`config.mk`:
```
export PLATFORM = sky130hd
export DESIGN_NAME = fifox_wr_arbiter
export DESIGN_NICKNAME = d
export VERILOG_FILES = /design/src/rtl/fifox_wr_arbiter.sv
export SDC_FILE = /design/constraint.sdc
export NUM_CORES = 1
export LEC_CHECK = 0
export ABC_CLOCK_PERIOD_IN_PS = 3800
export CORE_AREA = 3 3 132 134
export DETAILED_ROUTE_END_ITERATION = 6
export DIE_AREA = 0 0 135 137
export DONT_BUFFER_PORTS = 1
export GPL_TIMING_DRIVEN = 0
export HOLD_SLACK_MARGIN = 0.08
export SLEW_MARGIN = 15
export SYNTH_ARGS = -nofsm -noshare
export SYNTH_HDL_FRONTEND = slang
export SYNTH_SLANG_ARGS = --single-unit
```
`constraint.sdc`:
```
create_clock -name clk -period 3.8 [get_ports clk]
set_clock_uncertainty 0.1 [all_clocks]
set_input_delay 0.76 -clock clk [delete_from_list [all_inputs] [get_ports clk]]
set_output_delay 0.76 -clock clk [all_outputs]
set_load 0.005 [all_outputs]
```
`src/rtl/fifox_wr_arbiter.sv`:
```
// ============================================================================
//  Module   : fifox_wr_arbiter
//  Brief    : Round-robin, burst-locked write arbiter in front of one FIFOX.
//  Revision : 1.0 - initial release
// ============================================================================
`default_nettype none

module fifox_wr_arbiter #(
    parameter int DATA_WIDTH = 64,
    parameter int INPUTS     = 4,
    parameter int MAX_BURST  = 8
) (
    input  logic                         clk,
    input  logic                         reset,
    input  logic [INPUTS*DATA_WIDTH-1:0] rx_data,
    input  logic [INPUTS-1:0]            rx_src_rdy,
    output logic [INPUTS-1:0]            rx_dst_rdy,
    output logic [DATA_WIDTH-1:0]        fifo_di,
    output logic                         fifo_wr,
    input  logic                         fifo_full,
    output logic [INPUTS-1:0]            grant,
    output logic [$clog2(MAX_BURST):0]   burst_cnt
);

    localparam int c_ptr_w = (INPUTS > 1) ? $clog2(INPUTS) : 1;
    localparam int c_cnt_w = $clog2(MAX_BURST) + 1;

    localparam logic [c_ptr_w-1:0] c_ptr_rst  = c_ptr_w'(INPUTS - 1);
    localparam logic [c_cnt_w-1:0] c_cnt_last = c_cnt_w'(MAX_BURST - 1);
    localparam logic [c_ptr_w:0]   c_inputs   = (c_ptr_w + 1)'(INPUTS);

    typedef enum logic [0:0] {
        ST_IDLE  = 1'b0,
        ST_BURST = 1'b1
    } state_t;

    state_t               r_state;
    state_t               w_state_nxt;
    logic [c_ptr_w-1:0]   r_ptr;
    logic [c_ptr_w-1:0]   w_ptr_nxt;
    logic [c_cnt_w-1:0]   r_cnt;
    logic [c_cnt_w-1:0]   w_cnt_nxt;
    logic [c_ptr_w-1:0]   w_hit;
    logic                 w_found;
    logic [c_ptr_w:0]     w_idx;
    logic                 w_sel_rdy;
    logic [DATA_WIDTH-1:0] w_lane [INPUTS];

    genvar gi;
    generate
        for (gi = 0; gi < INPUTS; gi++) begin : g_lane
            assign w_lane[gi] = rx_data[gi*DATA_WIDTH +: DATA_WIDTH];
        end
    endgenerate

    // Round-robin scan starting just after the last winner; the index is one
    // bit wider than ptr so ptr+k never overflows before the modulo wrap.
    always_comb begin
        w_found = 1'b0;
        w_hit   = r_ptr;
        w_idx   = '0;
        for (int k = 1; k <= INPUTS; k++) begin
            w_idx = {1'b0, r_ptr} + (c_ptr_w + 1)'(k);
            if (w_idx >= c_inputs) begin
                w_idx = w_idx - c_inputs;
            end
            if (!w_found && rx_src_rdy[w_idx[c_ptr_w-1:0]]) begin
                w_found = 1'b1;
                w_hit   = w_idx[c_ptr_w-1:0];
            end
        end
    end

    assign w_sel_rdy = rx_src_rdy[r_ptr];

    always_comb begin
        w_state_nxt = r_state;
        w_ptr_nxt   = r_ptr;
        w_cnt_nxt   = r_cnt;
        rx_dst_rdy  = '0;
        fifo_di     = '0;
        fifo_wr     = 1'b0;
        grant       = '0;
        case (r_state)
            ST_IDLE: begin
                if (w_found) begin
                    w_state_nxt = ST_BURST;
                    w_ptr_nxt   = w_hit;
                    w_cnt_nxt   = '0;
                end
            end
            ST_BURST: begin
                grant[r_ptr]      = 1'b1;
                rx_dst_rdy[r_ptr] = ~fifo_full;
                fifo_di           = w_lane[r_ptr];
                fifo_wr           = w_sel_rdy & ~fifo_full;
                // A full stall with the owner still valid holds everything.
                if (!w_sel_rdy) begin
                    w_state_nxt = ST_IDLE;
                    w_cnt_nxt   = '0;
                end else if (!fifo_full) begin
                    if (r_cnt == c_cnt_last) begin
                        w_state_nxt = ST_IDLE;
                        w_cnt_nxt   = '0;
                    end else begin
                        w_cnt_nxt = r_cnt + c_cnt_w'(1);
                    end
                end
            end
            default: begin
                w_state_nxt = ST_IDLE;
                w_cnt_nxt   = '0;
            end
        endcase
    end

    always_ff @(posedge clk) begin
        if (reset) begin
            r_state <= ST_IDLE;
            r_ptr   <= c_ptr_rst;
            r_cnt   <= '0;
        end else begin
            r_state <= w_state_nxt;
            r_ptr   <= w_ptr_nxt;
            r_cnt   <= w_cnt_nxt;
        end
    end

    assign burst_cnt = r_cnt;

endmodule

`default_nettype wire

```
==> results of run 1 <==
## power by group through the flow
stage          Sequential, mW  Combinational, mW  Clock (mW)
5_1_grt                 0.113               1.78       0.187
3_5_place_dp            0.110               1.68           0
3_3_place_gp            0.110               1.64           0
4_1_cts                 0.110               1.68       0.183
6_report                0.109               1.65       0.179
2_1_floorplan           0.105               1.36           0
## per-layer routing
metal,up-vias,track usage (%),share of wire (%),wire length (um)
li1,955,-,-,-
met5,-,0,0.081,12
met1,1230,17.90,39,5766
met3,10,4.669,10,1530
met2,197,23.12,50,7377
met4,2,1.624,0.62,92
## cell families (layout without fill, tap and decap cells)
logic type | count (synthesis) | after routing | synth area share [%]
and+or+nand+nor | 94 | 94 | 21.14
buffers and inverters | 35 | 39 | 6.408
other | 0 | 6 | 0
AOI/OAI and AO/OA | 24 | 24 | 6.455
muxes | 71 | 71 | 58.42
adders and majority gates | 5 | 5 | 2.339
DFF | 7 | 7 | 5.238
## cell usage after synthesis, types with 2 or more instances
library cell / n / area, um^2
inv_1: 10 / 37.54
a32oi_1: 2 / 17.52
nand2_1: 4 / 15.01
mux4_2: 68 / 1531
buf_2: 2 / 10.01
mux2i_1: 2 / 20.02
dfxtp_1: 7 / 140.1
nor2b_1: 2 / 12.51
nand3_1: 2 / 10.01
ha_1: 5 / 62.56
nor2_1: 7 / 26.28
a21oi_1: 6 / 30.03
o32ai_1: 2 / 17.52
clkbuf_1: 14 / 52.55
o21ai_0: 5 / 25.02
buf_6: 2 / 22.52
buf_4: 6 / 45.04
and2_1: 72 / 450.4
## area by class of cell
type	count	share of cell area [%]
Multi-Input combinational cell	194	77.64
Tap cell	220	9.042
Buffer	25	4.398
Inverter	10	1.233
Clock buffer	4	2.589
Sequential cell	7	4.603
Antenna cell	6	0.4932
## through the flow
stage,total power [mW],cell area (um^2)
finish,1.936,3044
global route,2.084,3029
CTS,1.972,3029
detailed placement,1.793,2950
global placement,1.755,2950
floorplan,1.461,2675
## path summary, 6_finish.rpt
kind | endpoint | slack (ns) | cells after the start
max | fifo_di[13] | 0.64 | 5
min | burst_cnt[1]$_SDFFE_PP0P_ | 0.45 | 2
max reg2reg | r_ptr[0]$_SDFFE_PP1P_ | 1.12 | 8
min reg2reg | burst_cnt[1]$_SDFFE_PP0P_ | 0.45 | 2
## flip-flops by register name (all words and copies together) (netlist names)
name and cells:
burst_cnt 4, r_ptr 2, r_state 1
## critical path, delay by kind of cell, from the launching register on
family	cells	cell delay [ns]
flops	1	0.37
simple gates	1	0.21
mux	1	0.45
buf+inv	3	1.04
## placed cells by master, fill, tap and decap left out, types with 2 or more instances in the layout
cell type,Yosys,routed
a21oi_1,6,6
a32oi_1,2,2
and2_1,72,72
buf_2,2,2
buf_4,6,6
buf_6,2,2
clkbuf_1,14,15
clkbuf_16,0,3
dfxtp_1,7,7
diode_2,0,6
ha_1,5,5
inv_1,10,10
mux2i_1,2,2
mux4_2,68,68
nand2_1,4,4
nand3_1,2,2
nor2_1,7,7
nor2b_1,2,2
o21ai_0,5,5
o32ai_1,2,2
==> impl_metrics.json, run 1 <==
{
  "status": "finished clean",
  "cts_buffer_depth": 2,
  "cts_setup_buffers": 0,
  "initial_core_util_pct": 16.30,
  "drive_above_1_share_pct": 35.83,
  "finalSetupTns_ns": 0,
  "holdWs_ns": 0.4460,
  "critPathLaunchType": "flop",
  "syn_nets": 504,
  "area_growth_pct": 13.80,
  "postSynthAreaPerCell_um2": 11.34,
  "maxCapViolations": 0,
  "holdBufCountCts": 0,
  "coreArea_um2": 16410,
  "clkLatencyLatePin_ns": 0.23,
  "power_density_nw_per_um2": 635.9,
  "drtPass1Iterations": 4,
  "die_h_um": 137,
  "ys_types": 36,
  "instances_no_fill": 466,
  "critical_path.slowest_cell": "clkbuf_1",
  "gr-total-overflow": 0,
  "cts-root-buf": "clkbuf_16",
  "die-width_um": 135,
  "fin_crit_sh_pct": 83.09,
  "synth-main-ff-cell": "dfxtp_1",
  "antenna_left": 0,
  "min_from": "burst_cnt[1]$_SDFFE_PP0P_",
  "grt_pass1_vias": 2292,
  "dieArea_um2": 18500,
  "finalCriticalPeriod_ns": 3.157,
  "max_freq_ghz": 0.3167,
  "io_pins": 340,
  "clkPwrFrac_pct": 9.3,
  "htree_levels": 1,
  "p_leak_nw": 1.033,
  "swShare_pct": 42.56,
  "cts_resized": 0,
  "power.net_switching_mw": 0.8238,
  "grt_usage_pct": 13.81,
  "synth-edff-count": 0,
  "setup_violations": 0,
  "vdd_drop_max_v": 0.0002861,
  "ys_seq_area_share_pct": 5.239,
  "netlist_instances": 236,
  "cts_tree": "done",
  "async_flop_share_pct": 0,
  "clkSlewWorstSetupHoldPaths_ns": 0.04,
  "cp-end-kind": "primary output",
  "slew_viol_final": 0,
  "cp_slowest_stage_delay_ns": 0.52,
  "final_util_pct": 18.55,
  "r2r-start": "r_ptr[0]$_SDFFE_PP1P_",
  "intPower_mw": 1.112,
  "worstPathRequired_ns": 2.94,
  "fin_ws_ns": 0.6425,
  "wl_per_cell_um": 31.72,
  "pwr-share-seq_pct": 5.7,
  "hold_class": "flop to flop",
  "synth.ff_latch_count": 7,
  "via_per_inst": 5.137,
  "nets": 509,
  "first_iter_violations": 158,
  "yosysWarnings": 0,
  "arrival_ns": 2.30,
  "remaining_drc_errors": 0,
  "rsz0062_at_grt": "false",
  "worst-setup-path-type": "flop to primary output",
  "post-dp-hpwl_um": 13300,
  "synth_area_um2": 2675,
  "portBuffers": 0,
  "combPwrFrac_pct": 85.1,
  "dr_total_vias": 2394,
  "grt_pass1_wl_um": 18200,
  "crit_chain": "buf_6 > buf_2 > clkbuf_1 > mux4_2 > and2_1",
  "dp_worst_setup_slack_ns": 0.7964,
  "n_fill_cell": 1824,
  "maxSlewHeadroom_pct": 52.11,
  "worstMarginPinSlew_ns": 0.7183,
  "wl_um": 14780,
  "placedCellCount": 456,
  "critical_path.startpoint": "r_ptr[1]$_SDFFE_PP1P_",
  "antenna_found_initial": 3,
  "multi_input_area_um2": 2364,
  "finalHoldViolCount": 0,
  "area.sequential_um2": 140.1,
  "gp_congestion": 0.8894,
  "cts_sinks": 7,
  "row_count": 47,
  "cts_buffers": 3,
  "grt_max_degree": 11,
  "crit_fanout": 10
}
Note: power is estimated with default switching activity, not from simulation.
==> inputs of run 2 (changes only) <==
--- a/config.mk
+++ b/config.mk
@@ -5,7 +5,7 @@
 export SDC_FILE = /design/constraint.sdc
 export NUM_CORES = 1
 export LEC_CHECK = 0
-export ABC_CLOCK_PERIOD_IN_PS = 3800
+export ABC_CLOCK_PERIOD_IN_PS = 2600
 export CORE_AREA = 3 3 132 134
 export DETAILED_ROUTE_END_ITERATION = 6
 export DIE_AREA = 0 0 135 137
==> constraint.sdc (replaced) <==
create_clock -name clk -period 2.6 [get_ports clk]
set_clock_uncertainty 0.1 [all_clocks]
set_input_delay 0.52 -clock clk [delete_from_list [all_inputs] [get_ports clk]]
set_output_delay 0.52 -clock clk [all_outputs]
set_load 0.005 [all_outputs]
==> impl_metrics.json, run 2 (synthesis results as in run 1) <==
{
  "antenna_found_initial": 3,
  "holdPathEnd": "burst_cnt[1]$_SDFFE_PP0P_",
  "worstMarginPinSlew_ns": 0.6621,
  "antenna_left": 0,
  "finalHoldViolCount": 0,
  "status": "finished clean",
  "clkLatencyLatePin_ns": 0.23,
  "cts_tree": "done",
  "critPathLaunchType": "flop",
  "rsz0062_at_grt": "false",
  "io_pins": 340,
  "initial_core_util_pct": 16.30,
  "dieArea_um2": 18500,
  "crit_chain": "buf_6 > clkbuf_1 > mux4_2 > and2_1",
  "p_leak_nw": 1.046,
  "dr_total_vias": 2402,
  "vdd_drop_max_v": 0.0004181,
  "gr-total-overflow": 0,
  "grt_usage_pct": 13.81,
  "reg2reg_to": "r_ptr[0]$_SDFFE_PP1P_",
  "coreArea_um2": 16410,
  "grt_pass1_vias": 2292,
  "cts_sinks": 7,
  "r2r-start": "r_ptr[0]$_SDFFE_PP1P_",
  "final_common_cell": "and2_1",
  "slew_viol_final": 0,
  "hold_class": "primary input to flop",
  "via_per_inst": 5.166,
  "critical_path.slowest_cell": "clkbuf_1",
  "placedCellCount": 456,
  "first_iter_violations": 125,
  "maxCapViolations": 0,
  "max_freq_ghz": 0.3993,
  "combPwrFrac_pct": 85.1,
  "nets": 509,
  "critPathBufInv": 2,
  "clkSlewWorstSetupHoldPaths_ns": 0.04,
  "remaining_drc_errors": 0,
  "clkPwrFrac_pct": 9.2,
  "row_count": 47,
  "power_density_nw_per_um2": 936.1,
  "cts_buffer_depth": 2,
  "grt_pass1_wl_um": 18200,
  "drive_above_1_share_pct": 37.50,
  "intPower_mw": 1.650,
  "drtPass1Iterations": 4,
  "holdBufCountCts": 0,
  "worst-setup-path-type": "flop to primary output",
  "die_h_um": 137,
  "ff2ff_path_depth": 8,
  "grt_max_degree": 11,
  "portBuffers": 0,
  "die-width_um": 135,
  "dp_worst_setup_slack_ns": -0.1636,
  "finalCriticalPeriod_ns": 2.505,
  "power.net_switching_mw": 1.213,
  "cp-end-kind": "primary output",
  "crit_family": "buffers and inverters",
  "pwr-share-seq_pct": 5.7,
  "fin_ws_ns": 0.09540,
  "area.sequential_um2": 141.4,
  "arrival_ns": 1.88,
  "rrSetupSlack_ns": 0.19,
  "worst_hold_path.num_cells": 2,
  "min_from": "fifo_full",
  "setup_violations": 0,
  "htree_levels": 1,
  "worstPathRequired_ns": 1.98,
  "crit_fanout": 10,
  "finalPower_mw": 2.863,
  "area_growth_pct": 14.31,
  "wl_per_cell_um": 31.86,
  "cp_slowest_stage_delay_ns": 0.47,
  "multi_input_area_um2": 2364,
  "holdWs_ns": 0.4144,
  "instances_no_fill": 465,
  "maxSlewHeadroom_pct": 55.86,
  "cts_buffers": 3,
  "cts_setup_buffers": 0,
  "wl_um": 14810,
  "fin_crit_sh_pct": 96.33,
  "swShare_pct": 42.37,
  "cts-root-buf": "clkbuf_16",
  "gp_congestion": 0.8894,
  "post-dp-hpwl_um": 13300,
  "largest_reg_flops": 4,
  "n_fill_cell": 1825,
  "final_cell_mix": "and2_1, mux4_2, clkbuf_1"
}
-- run 2: changes by cell type in the layout (fill, tap and decap cells not counted), sizes merged --
cell,change
clkbuf,-1
buf,+1
diode,-1
-- run 2: layout make-up --
class | instances | share of cell area, %
Tap cell | 220 | 9.002
Clock buffer | 4 | 2.578
Inverter | 10 | 1.227
Buffer | 25 | 4.869
Antenna cell | 5 | 0.4092
Multi-Input combinational cell | 194 | 77.29
Sequential cell | 7 | 4.624
-- run 2: power groups by stage --
stage	sequential, mW	combinational [mW]	clock (mW)
2_1_floorplan	0.153	1.98	0
3_3_place_gp	0.161	2.40	0
3_5_place_dp	0.161	2.46	0
4_1_cts	0.164	2.47	0.268
5_1_grt	0.168	2.63	0.274
6_report	0.164	2.44	0.263
-- run 2: worst max-delay path by stage --
stage	slack (ns)	depth (start not counted)	from	end
final	0.1	4	r_ptr[1]$_SDFFE_PP1P_	fifo_di[50]
after global placement	-0.16	5	r_ptr[1]$_SDFFE_PP1P_	fifo_di[13]
after global routing	0.009	4	r_ptr[1]$_SDFFE_PP1P_	fifo_di[55]
after detailed placement	-0.16	5	r_ptr[1]$_SDFFE_PP1P_	fifo_di[13]
after floorplan	0.36	8	r_ptr[0]$_SDFFE_PP1P_	r_ptr[0]$_SDFFE_PP1P_
after CTS	0.04	5	r_ptr[1]$_SDFFE_PP1P_	fifo_di[13]
-- run 2: what timing repair did --
action	4_1_cts	5_1_grt
resized for setup	6	5
endpoints found under the setup margin	68	13
endpoints found under the hold margin	0	0
-- run 2: through the flow --
stage | setup TNS [ns] | util, % | cell area [um^2]
3_5_place_dp | -1.185 | 17.98 | 2950
5_1_grt | 0 | 18.56 | 3045
3_3_place_gp | -1.117 | 17.98 | 2950
2_1_floorplan | 0 | - | 2675
4_1_cts | 0 | 18.55 | 3043
6_report | 0 | 18.64 | 3058
-- run 2: per-layer routing --
layer	part of all wire, %	track usage (%)	up-vias	routed length (um)
li1	-	-	955	-
met1	39	17.90	1243	5813
met2	50	23.12	194	7414
met3	10	4.669	8	1513
met4	0.40	1.624	2	59
met5	0.081	0	-	12
==> inputs of run 3 (changes only) <==
--- a/config.mk
+++ b/config.mk
@@ -5,7 +5,7 @@
 export SDC_FILE = /design/constraint.sdc
 export NUM_CORES = 1
 export LEC_CHECK = 0
-export ABC_CLOCK_PERIOD_IN_PS = 2600
+export ABC_CLOCK_PERIOD_IN_PS = 2350
 export CORE_AREA = 3 3 132 134
 export DETAILED_ROUTE_END_ITERATION = 6
 export DIE_AREA = 0 0 135 137
==> constraint.sdc (replaced) <==
create_clock -name clk -period 2.35 [get_ports clk]
set_clock_uncertainty 0.1 [all_clocks]
set_input_delay 0.47 -clock clk [delete_from_list [all_inputs] [get_ports clk]]
set_output_delay 0.47 -clock clk [all_outputs]
set_load 0.005 [all_outputs]
==> impl_metrics.json, run 3 (synthesis results as in run 1) <==
{
  "cp-end-kind": "primary output",
  "finalHoldViolCount": 0,
  "post-dp-hpwl_um": 13300,
  "htree_levels": 1,
  "first_iter_violations": 139,
  "via_per_inst": 5.178,
  "io_pins": 340,
  "critPathLaunchType": "flop",
  "clkLatencyLatePin_ns": 0.23,
  "final_cell_mix": "and2_1, mux4_2, inv_1",
  "p_leak_nw": 1.133,
  "die-width_um": 135,
  "arrival_ns": 1.71,
  "dr_total_vias": 2444,
  "cts_buffer_depth": 2,
  "cts_sinks": 7,
  "maxSlewHeadroom_pct": 73.26,
  "die_h_um": 137,
  "area.sequential_um2": 145.1,
  "grt_usage_pct": 13.95,
  "clkSlewWorstSetupHoldPaths_ns": 0.04,
  "cts-root-buf": "clkbuf_16",
  "power_density_nw_per_um2": 1080,
  "n_fill_cell": 1811,
  "area_growth_pct": 20.25,
  "dieArea_um2": 18500,
  "grt_pass1_vias": 2287,
  "worstPathRequired_ns": 1.78,
  "drive_above_1_share_pct": 41.46,
  "grt_pass1_wl_um": 18330,
  "antenna_left": 0,
  "worstMarginPinSlew_ns": 0.4010,
  "final_common_cell": "and2_1",
  "portBuffers": 0,
  "fin_crit_sh_pct": 97.09,
  "setup_violations": 0,
  "cts_buffers": 3,
  "maxCapViolations": 0,
  "crit_fanout": 10,
  "gp_congestion": 0.8894,
  "worst-setup-path-type": "flop to primary output",
  "coreArea_um2": 16410,
  "initial_core_util_pct": 16.30,
  "slew_viol_final": 0,
  "max_freq_ghz": 0.4383,
  "rsz0062_at_grt": "false",
  "gr-total-overflow": 0,
  "hold_class": "primary input to flop",
  "row_count": 47,
  "place_area_um2": 2950,
  "placedCellCount": 456,
  "largest_reg_flops": 4,
  "remaining_drc_errors": 0,
  "multi_input_area_um2": 2366,
  "antenna_found_initial": 3,
  "instances_no_fill": 472,
  "drtPass1Iterations": 4,
  "nets": 515,
  "wl_per_cell_um": 32.09,
  "finalCriticalPeriod_ns": 2.282,
  "holdBufCountCts": 0,
  "grt_max_degree": 11,
  "final_cell_area_um2": 3217,
  "status": "finished clean",
  "wl_um": 15150,
  "cts_tree": "done",
  "vdd_drop_max_v": 0.0004638
}
[run 3: cell types whose count changed in the layout (fill, tap and decap cells not counted), moves of 2 or more]
cell,previous run,this run
buf_6,3,5
clkbuf_1,12,8
buf_4,8,4
buf_8,0,5
clkbuf_2,2,6
[run 3: worst max-delay path, stage by stage (launching register included)]
cell	delay, ns
dfxtp_2	0.38
bufbuf_16	0.29
clkbuf_2	0.26
mux4_2	0.33
and2_1	0.21
[run 3: cell type report]
class	count	share of cell area [%]
multi-input combinational	194	73.55
tap	220	8.557
buffer	25	6.573
sequential	7	4.512
timing repair buffer	6	2.723
clock buffer	4	2.450
inverter	10	1.167
antenna	6	0.4667
[run 3: report_power, final]
group / switching [mW] / internal, mW
clock network: 0.0643 / 0.226
logic: 1.30 / 1.69
registers: 0.0490 / 0.150
[run 3: timing repair]
item / in CTS / in global routing
hold endpoints to repair: 0 / 0
setup endpoints to repair: 71 / 17
buffers inserted: 0 / 4
gates resized for setup: 25 / 5
gates cloned: 1 / 1
[run 3: final timing paths]
kind	endpoint	slack (ns)	start	cells after the start
hold reg to reg	burst_cnt[1]$_SDFFE_PP0P_	0.45	burst_cnt[1]$_SDFFE_PP0P_	2
setup reg to reg	r_ptr[0]$_SDFFE_PP1P_	0.11	r_ptr[1]$_SDFFE_PP1P_	8
hold / removal	burst_cnt[1]$_SDFFE_PP0P_	0.37	fifo_full	2
setup / recovery	fifo_di[35]	0.07	r_ptr[1]$_SDFFE_PP1P_	4
[run 3: through the flow]
step,TNS (ns),setup slack [ns],util (%),hold WS (ns),total power [mW]
after floorplan,0,0.1084,-,0.3958,2.362
after global placement,-9.526,-0.3604,17.98,0.4356,2.837
after detailed placement,-9.856,-0.3636,17.98,0.4443,2.899
after CTS,0,0.01092,19.09,0.3664,3.390
after global routing,0,0.003055,19.52,0.3707,3.714
final,0,0.06840,19.61,0.3654,3.476
[run 3: metal layers]
layer | vias to the layer above | part of all wire (%) | track usage [%]
met5 | - | 0.079 | 0
met2 | 186 | 51 | 23.46
met3 | 8 | 9.6 | 4.632
met4 | 2 | 0.39 | 1.624
li1 | 978 | - | -
met1 | 1270 | 39 | 18.06
